[src/rtl/cs5343_i2s_rx_if.sv]
// Stereo sample stream from the CS5343 capture engine toward dafx_core.
// The overrun flag and its clear travel with the stream they describe.
interface cs5343_i2s_rx_if #(
    parameter int SAMPLE_WIDTH_P = 24
) ();
    logic [SAMPLE_WIDTH_P-1:0] rx_left;
    logic [SAMPLE_WIDTH_P-1:0] rx_right;
    logic                      rx_valid;
    logic                      rx_ready;
    logic                      rx_overrun;
    logic                      rx_overrun_clr;

    modport master (
        output rx_left,
        output rx_right,
        output rx_valid,
        output rx_overrun,
        input  rx_ready,
        input  rx_overrun_clr
    );

    modport slave (
        input  rx_left,
        input  rx_right,
        input  rx_valid,
        input  rx_overrun,
        output rx_ready,
        output rx_overrun_clr
    );
endinterface

[src/rtl/cs5343_i2s_rx.sv]
// I2S master receiver for the CS5343 ADC: one free-running frame counter drives
// SCLK/LRCK and the capture strobes, and each finished frame is presented as one stereo pair.
module cs5343_i2s_rx #(
    parameter int SAMPLE_WIDTH_P = 24,
    parameter int SLOT_WIDTH_P   = 32,
    parameter int SCLK_DIV_P     = 4
) (
    input  logic               clk,
    input  logic               rst_n,
    input  logic               rx_en,
    output logic               cs_rx_sclk,
    output logic               cs_rx_lrck,
    input  logic               cs_rx_sdin,
    cs5343_i2s_rx_if.master    rx_bus
);
    localparam int CNT_W  = $clog2(SCLK_DIV_P * 2 * SLOT_WIDTH_P);
    localparam int DIV_W  = $clog2(SCLK_DIV_P);
    localparam int SLOT_W = $clog2(SLOT_WIDTH_P);

    localparam logic [DIV_W-1:0]  STROBE_PH = DIV_W'(SCLK_DIV_P / 2);
    localparam logic [SLOT_W-1:0] FIRST_K   = SLOT_W'(1);
    localparam logic [SLOT_W-1:0] LAST_K    = SLOT_W'(SAMPLE_WIDTH_P);

    logic [CNT_W-1:0]          r_cnt;
    logic [SAMPLE_WIDTH_P-1:0] r_shift_l;
    logic [SAMPLE_WIDTH_P-1:0] r_shift_r;
    logic [SAMPLE_WIDTH_P-1:0] r_left;
    logic [SAMPLE_WIDTH_P-1:0] r_right;
    logic                      r_valid;
    logic                      r_overrun;

    logic [DIV_W-1:0]          w_phase;
    logic [SLOT_W-1:0]         w_k;
    logic                      w_right_slot;
    logic                      w_strobe;
    logic                      w_data_bit;
    logic                      w_complete;
    logic                      w_xfer;
    logic                      w_drop;

    assign w_phase      = r_cnt[DIV_W-1:0];
    assign w_k          = r_cnt[DIV_W +: SLOT_W];
    assign w_right_slot = r_cnt[CNT_W-1];
    assign w_strobe     = rx_en && (w_phase == STROBE_PH);
    assign w_data_bit   = (w_k >= FIRST_K) && (w_k <= LAST_K);
    assign w_complete   = w_strobe && w_right_slot && (w_k == LAST_K);
    assign w_xfer       = r_valid && rx_bus.rx_ready;
    assign w_drop       = w_complete && r_valid && !rx_bus.rx_ready;

    // Frame counter; held at zero while idle so every enable starts on a left slot.
    always_ff @(posedge clk or negedge rst_n) begin
        if (!rst_n) begin
            r_cnt <= '0;
        end else if (!rx_en) begin
            r_cnt <= '0;
        end else begin
            r_cnt <= r_cnt + CNT_W'(1);
        end
    end

    // Deserialisers, MSB first; cleared while idle to drop any partial frame.
    always_ff @(posedge clk or negedge rst_n) begin
        if (!rst_n) begin
            r_shift_l <= '0;
            r_shift_r <= '0;
        end else if (!rx_en) begin
            r_shift_l <= '0;
            r_shift_r <= '0;
        end else if (w_strobe && w_data_bit) begin
            if (w_right_slot) begin
                r_shift_r <= {r_shift_r[SAMPLE_WIDTH_P-2:0], cs_rx_sdin};
            end else begin
                r_shift_l <= {r_shift_l[SAMPLE_WIDTH_P-2:0], cs_rx_sdin};
            end
        end else begin
            r_shift_l <= r_shift_l;
            r_shift_r <= r_shift_r;
        end
    end

    // Output pair and handshake; the right LSB is merged straight from the pin on completion.
    always_ff @(posedge clk or negedge rst_n) begin
        if (!rst_n) begin
            r_left    <= '0;
            r_right   <= '0;
            r_valid   <= 1'b0;
            r_overrun <= 1'b0;
        end else begin
            if (w_complete && !w_drop) begin
                r_left  <= r_shift_l;
                r_right <= {r_shift_r[SAMPLE_WIDTH_P-2:0], cs_rx_sdin};
                r_valid <= 1'b1;
            end else if (w_xfer) begin
                r_valid <= 1'b0;
            end else begin
                r_valid <= r_valid;
            end

            if (w_drop) begin
                r_overrun <= 1'b1;
            end else if (rx_bus.rx_overrun_clr) begin
                r_overrun <= 1'b0;
            end else begin
                r_overrun <= r_overrun;
            end
        end
    end

    assign cs_rx_sclk        = r_cnt[DIV_W-1];
    assign cs_rx_lrck        = r_cnt[CNT_W-1];
    assign rx_bus.rx_left    = r_left;
    assign rx_bus.rx_right   = r_right;
    assign rx_bus.rx_valid   = r_valid;
    assign rx_bus.rx_overrun = r_overrun;
endmodule

[src/flat_wrapper.sv]
// flat-port wrapper written by rule: the top's interface ports become plain ports
module cs5343_i2s_rx_flat 
#(
    parameter int SAMPLE_WIDTH_P = 24,
    parameter int SLOT_WIDTH_P   = 32,
    parameter int SCLK_DIV_P     = 4
)
  (clk, rst_n, rx_en, cs_rx_sclk, cs_rx_lrck, cs_rx_sdin, rx_bus_rx_left, rx_bus_rx_right, rx_bus_rx_valid, rx_bus_rx_overrun, rx_bus_rx_ready, rx_bus_rx_overrun_clr);
  cs5343_i2s_rx_if #(.SAMPLE_WIDTH_P(SAMPLE_WIDTH_P)) rx_bus_i ();
  input  logic clk;
  input  logic rst_n;
  input  logic rx_en;
  output logic cs_rx_sclk;
  output logic cs_rx_lrck;
  input  logic cs_rx_sdin;
  output wire logic [$bits(rx_bus_i.rx_left)-1:0] rx_bus_rx_left;
  output wire logic [$bits(rx_bus_i.rx_right)-1:0] rx_bus_rx_right;
  output wire logic [$bits(rx_bus_i.rx_valid)-1:0] rx_bus_rx_valid;
  output wire logic [$bits(rx_bus_i.rx_overrun)-1:0] rx_bus_rx_overrun;
  input wire logic [$bits(rx_bus_i.rx_ready)-1:0] rx_bus_rx_ready;
  input wire logic [$bits(rx_bus_i.rx_overrun_clr)-1:0] rx_bus_rx_overrun_clr;
  assign rx_bus_rx_left = rx_bus_i.rx_left;
  assign rx_bus_rx_right = rx_bus_i.rx_right;
  assign rx_bus_rx_valid = rx_bus_i.rx_valid;
  assign rx_bus_rx_overrun = rx_bus_i.rx_overrun;
  assign rx_bus_i.rx_ready = rx_bus_rx_ready;
  assign rx_bus_i.rx_overrun_clr = rx_bus_rx_overrun_clr;
  cs5343_i2s_rx #(.SAMPLE_WIDTH_P(SAMPLE_WIDTH_P), .SLOT_WIDTH_P(SLOT_WIDTH_P), .SCLK_DIV_P(SCLK_DIV_P)) u_core (.clk(clk), .rst_n(rst_n), .rx_en(rx_en), .cs_rx_sclk(cs_rx_sclk), .cs_rx_lrck(cs_rx_lrck), .cs_rx_sdin(cs_rx_sdin), .rx_bus(rx_bus_i));
endmodule
[config.mk]
export PLATFORM = sky130hd
export DESIGN_NAME = cs5343_i2s_rx_flat
export DESIGN_NICKNAME = d
export VERILOG_FILES = /design/src/rtl/cs5343_i2s_rx_if.sv /design/src/rtl/cs5343_i2s_rx.sv /design/src/flat_wrapper.sv
export SDC_FILE = /design/constraint.sdc
export NUM_CORES = 1
export LEC_CHECK = 0
export CORE_ASPECT_RATIO = 1.5
export CORE_MARGIN = 4
export CORE_UTILIZATION = 30
export DETAILED_ROUTE_END_ITERATION = 10
export GPL_TIMING_DRIVEN = 0
export HOLD_SLACK_MARGIN = 0.12
export SLEW_MARGIN = 20
export SYNTH_ARGS = -nofsm -noshare
export SYNTH_HDL_FRONTEND = slang
export SYNTH_SLANG_ARGS = --single-unit
[constraint.sdc]
create_clock -name clk -period 2.7 [get_ports clk]
set_clock_uncertainty 0.2 [all_clocks]
set_input_delay 0.54 -clock clk [delete_from_list [all_inputs] [get_ports clk]]
set_output_delay 0.54 -clock clk [all_outputs]
set_load 0.01 [all_outputs]
==> flow_summary.json <==
{
  "tritoncts": "done",
  "grt_setup_unrepaired": "no",
  "hold-path-endpoint": "u_core.rx_bus.rx_right[7]",
  "max-clock-path-buffers": 2,
  "via_per_inst": 4.58,
  "critPathKind": "flip-flop to flip-flop",
  "avgSynthCellArea_um2": 13.8,
  "reg2reg_slack_ns": 0.37,
  "clk_pin_slew_worst_paths_ns": 0.07,
  "worst_pin_slew_ns": 0.609,
  "antenna_found_initial": 0,
  "clockPowerShare": 0.425,
  "drive_gt1_frac": 0.203,
  "die_x_um": 105,
  "antenna_cells": 0,
  "outcome": "complete, no violations",
  "io_pins": 58,
  "finalSetupTns_ns": 0,
  "yosysMostFrequentCell": "dfrtp_1",
  "dieArea_um2": 16000,
  "synth_flop_cell": "dfrtp_1",
  "grt_pass1_vias": 2765,
  "rr_endpoint": "u_core.rx_bus.rx_right[8]",
  "layout_min_cycle_time_ns": 2.33,
  "clock_sinks": 105,
  "seqPwrFrac": 0.545,
  "synth.distinct_cells": 27,
  "rr_startpoint": "u_core.r_cnt[0]",
  "p_sw_uw": 627,
  "peakVddDrop_mv": 0.265,
  "area_growth_syn_to_layout_pct": 26.0,
  "p_int_mw": 2.27,
  "startpoint_type": "flip-flop",
  "ant_nets": 0,
  "wl_um": 8270,
  "drt-initial-drc-count": 75,
  "hp-start": "u_core.rx_bus.rx_right[7]",
  "dr.pass1.iters": 4,
  "cts_setup_buffers": 0,
  "grt_pass1_wl_um": 14000,
  "grt_max_degree": 61,
  "hp-class": "flip-flop to flip-flop",
  "hold_ws_ns": 0.307,
  "dp_hpwl_um": 5760,
  "netlist_area_um2": 4210,
  "clk_latency_ns": 0.34,
  "nNetsFinal": 383,
  "num_rows": 52,
  "fin_crit_sh": 0.864,
  "start_util": 0.308,
  "die_y_um": 153,
  "syn_inst": 305,
  "finalMaxSlewViolations": 0,
  "slew_headroom": 0.594,
  "holdPathStages": 1,
  "synth.area.top_cells": "dfrtp_1, mux2_2, mux2i_1",
  "routabilityCongestion": 0.747,
  "critPathMaxFanout": 10,
  "ys_ff_latch": 105,
  "fmax_mhz": 429,
  "syn_nets": 313,
  "finalHoldViolations": 0,
  "synth-async-reset-ratio": 1.00,
  "worstPathArrival_ns": 2.36,
  "finalSetupViolations": 0,
  "synthTopCellsByCount": "dfrtp_1, nand2_1, mux2_2",
  "maxCapViolCount": 0,
  "drc_errors": 0,
  "combPwrFrac": 0.030,
  "synth_top_area_frac": 0.624,
  "root_buffer": "clkbuf_16",
  "synth-warning-count": 0,
  "finalPower_mw": 2.90,
  "portBuffers": 57,
  "synth_edf_count": 0,
  "end_kind": "flip-flop",
  "track_usage": 0.109,
  "p_sw_frac": 0.216,
  "cts_resized": 0,
  "overflow": 0,
  "h-tree-depth": 3,
  "required_ns": 2.72,
  "coreArea_um2": 13700,
  "cts_inserted_buffers": 9,
  "post_drt_wl_per_cell_um": 15.2,
  "dr_total_vias": 2484,
  "leakage_nw": 2.72,
  "yosys.area.top_type": "dfrtp_1",
  "rr_worst_depth": 8,
  "powerDensity_nw_per_um2": 547,
  "ys_seq_area_frac": 0.624
}
sequential cells by signal (all words and copies together) (netlist names):
name                      cells
u_core.r_shift_l             24
u_core.rx_bus.rx_overrun      1
u_core.r_cnt                  8
u_core.r_shift_r             23
u_core.rx_bus.rx_valid        1
u_core.rx_bus.rx_right       24
u_core.rx_bus.rx_left        24
worst max-delay path: stages, from the launching register on:
cell,delay (ns)
dfrtp_1,0.41
inv_1,0.06
ha_1,0.25
nand2_1,0.12
nor2_1,0.06
nand4_1,0.15
buf_2,0.28
buf_2,0.32
mux2_2,0.37
through the flow:
stage,setup slack [ns],cells,utilization,area [µm²]
after floorplan,0.629,305,-,4210
after global placement,-2.93,524,0.365,4990
after detailed placement,0.0632,525,0.367,5010
after global routing,0.155,542,0.388,5310
after CTS,0.316,542,0.388,5310
final,0.367,542,0.388,5310
metal layers:
metal	routed length [µm]	global-route usage	part of all wire	vias up
met5	0	0	0	-
met4	134	0.0469	0.016	0
met3	283	0.0232	0.034	8
met2	4210	0.182	0.51	40
met1	3630	0.135	0.44	1256
li1	-	-	-	1180
area by class of cell:
class	instances	area (µm²)
multi-input cells	181	1480
clock inverters	5	30.0
well taps	162	203
fillers	1312	8360
flip-flops and latches	105	2630
plain buffers	16	95.1
clock buffers	11	253
inverters	3	11.3
repair buffers	59	609
logic make-up after synthesis:
family,synth area share
AOI/OAI and AO/OA,0.0149
xor gates and xnor gates,0.0104
adders and majority gates,0.00594
buffers and inverters,0.0252
DFF,0.624
muxes,0.240
and+or+nand+nor,0.0799
layout by cell type (no fill, tap or decap), types with 2 or more instances in the layout:
cell and count:
dfrtp_1 105, clkinv_2 3, mux2_2 48, buf_6 5
mux2i_1 47, inv_1 3, and2_1 4, clkbuf_8 2
ha_1 2, xnor2_1 4, nor2_1 2, clkbuf_1 7
nor3_1 3, nand2_1 52, clkdlybuf4s50_1 56, buf_2 4
clkinvlp_4 2, clkbuf_16 9, or3_1 2, nand3_1 4
nor2b_1 3
timing repair:
item / 4_1_cts / 5_1_grt
hold buffers: 1 / 0
endpoints found under the setup margin: 0 / 0
hold endpoints to repair: 45 / 0
worst max-delay path by stage:
stage	from	end
finish	u_core.r_cnt[0]	u_core.rx_bus.rx_right[8]
global route	u_core.r_cnt[0]	u_core.rx_bus.rx_right[5]
CTS	u_core.r_cnt[1]	u_core.rx_bus.rx_right[8]
detailed placement	rx_bus_rx_ready	u_core.rx_bus.rx_right[8]
global placement	rst_n	u_core.rx_bus.rx_right[17]
floorplan	u_core.r_cnt[1]	u_core.rx_bus.rx_right[10]
power by group through the flow:
stage / clock network (mW) / logic (mW) / registers, mW
after floorplan: 0 / 0.0301 / 1.61
after global placement: 0 / 0.0815 / 1.61
after detailed placement: 0 / 0.0905 / 1.61
after CTS: 1.27 / 0.0920 / 1.58
after global routing: 1.33 / 0.101 / 1.58
final: 1.23 / 0.0876 / 1.58
(Power assumes the default switching activity.)
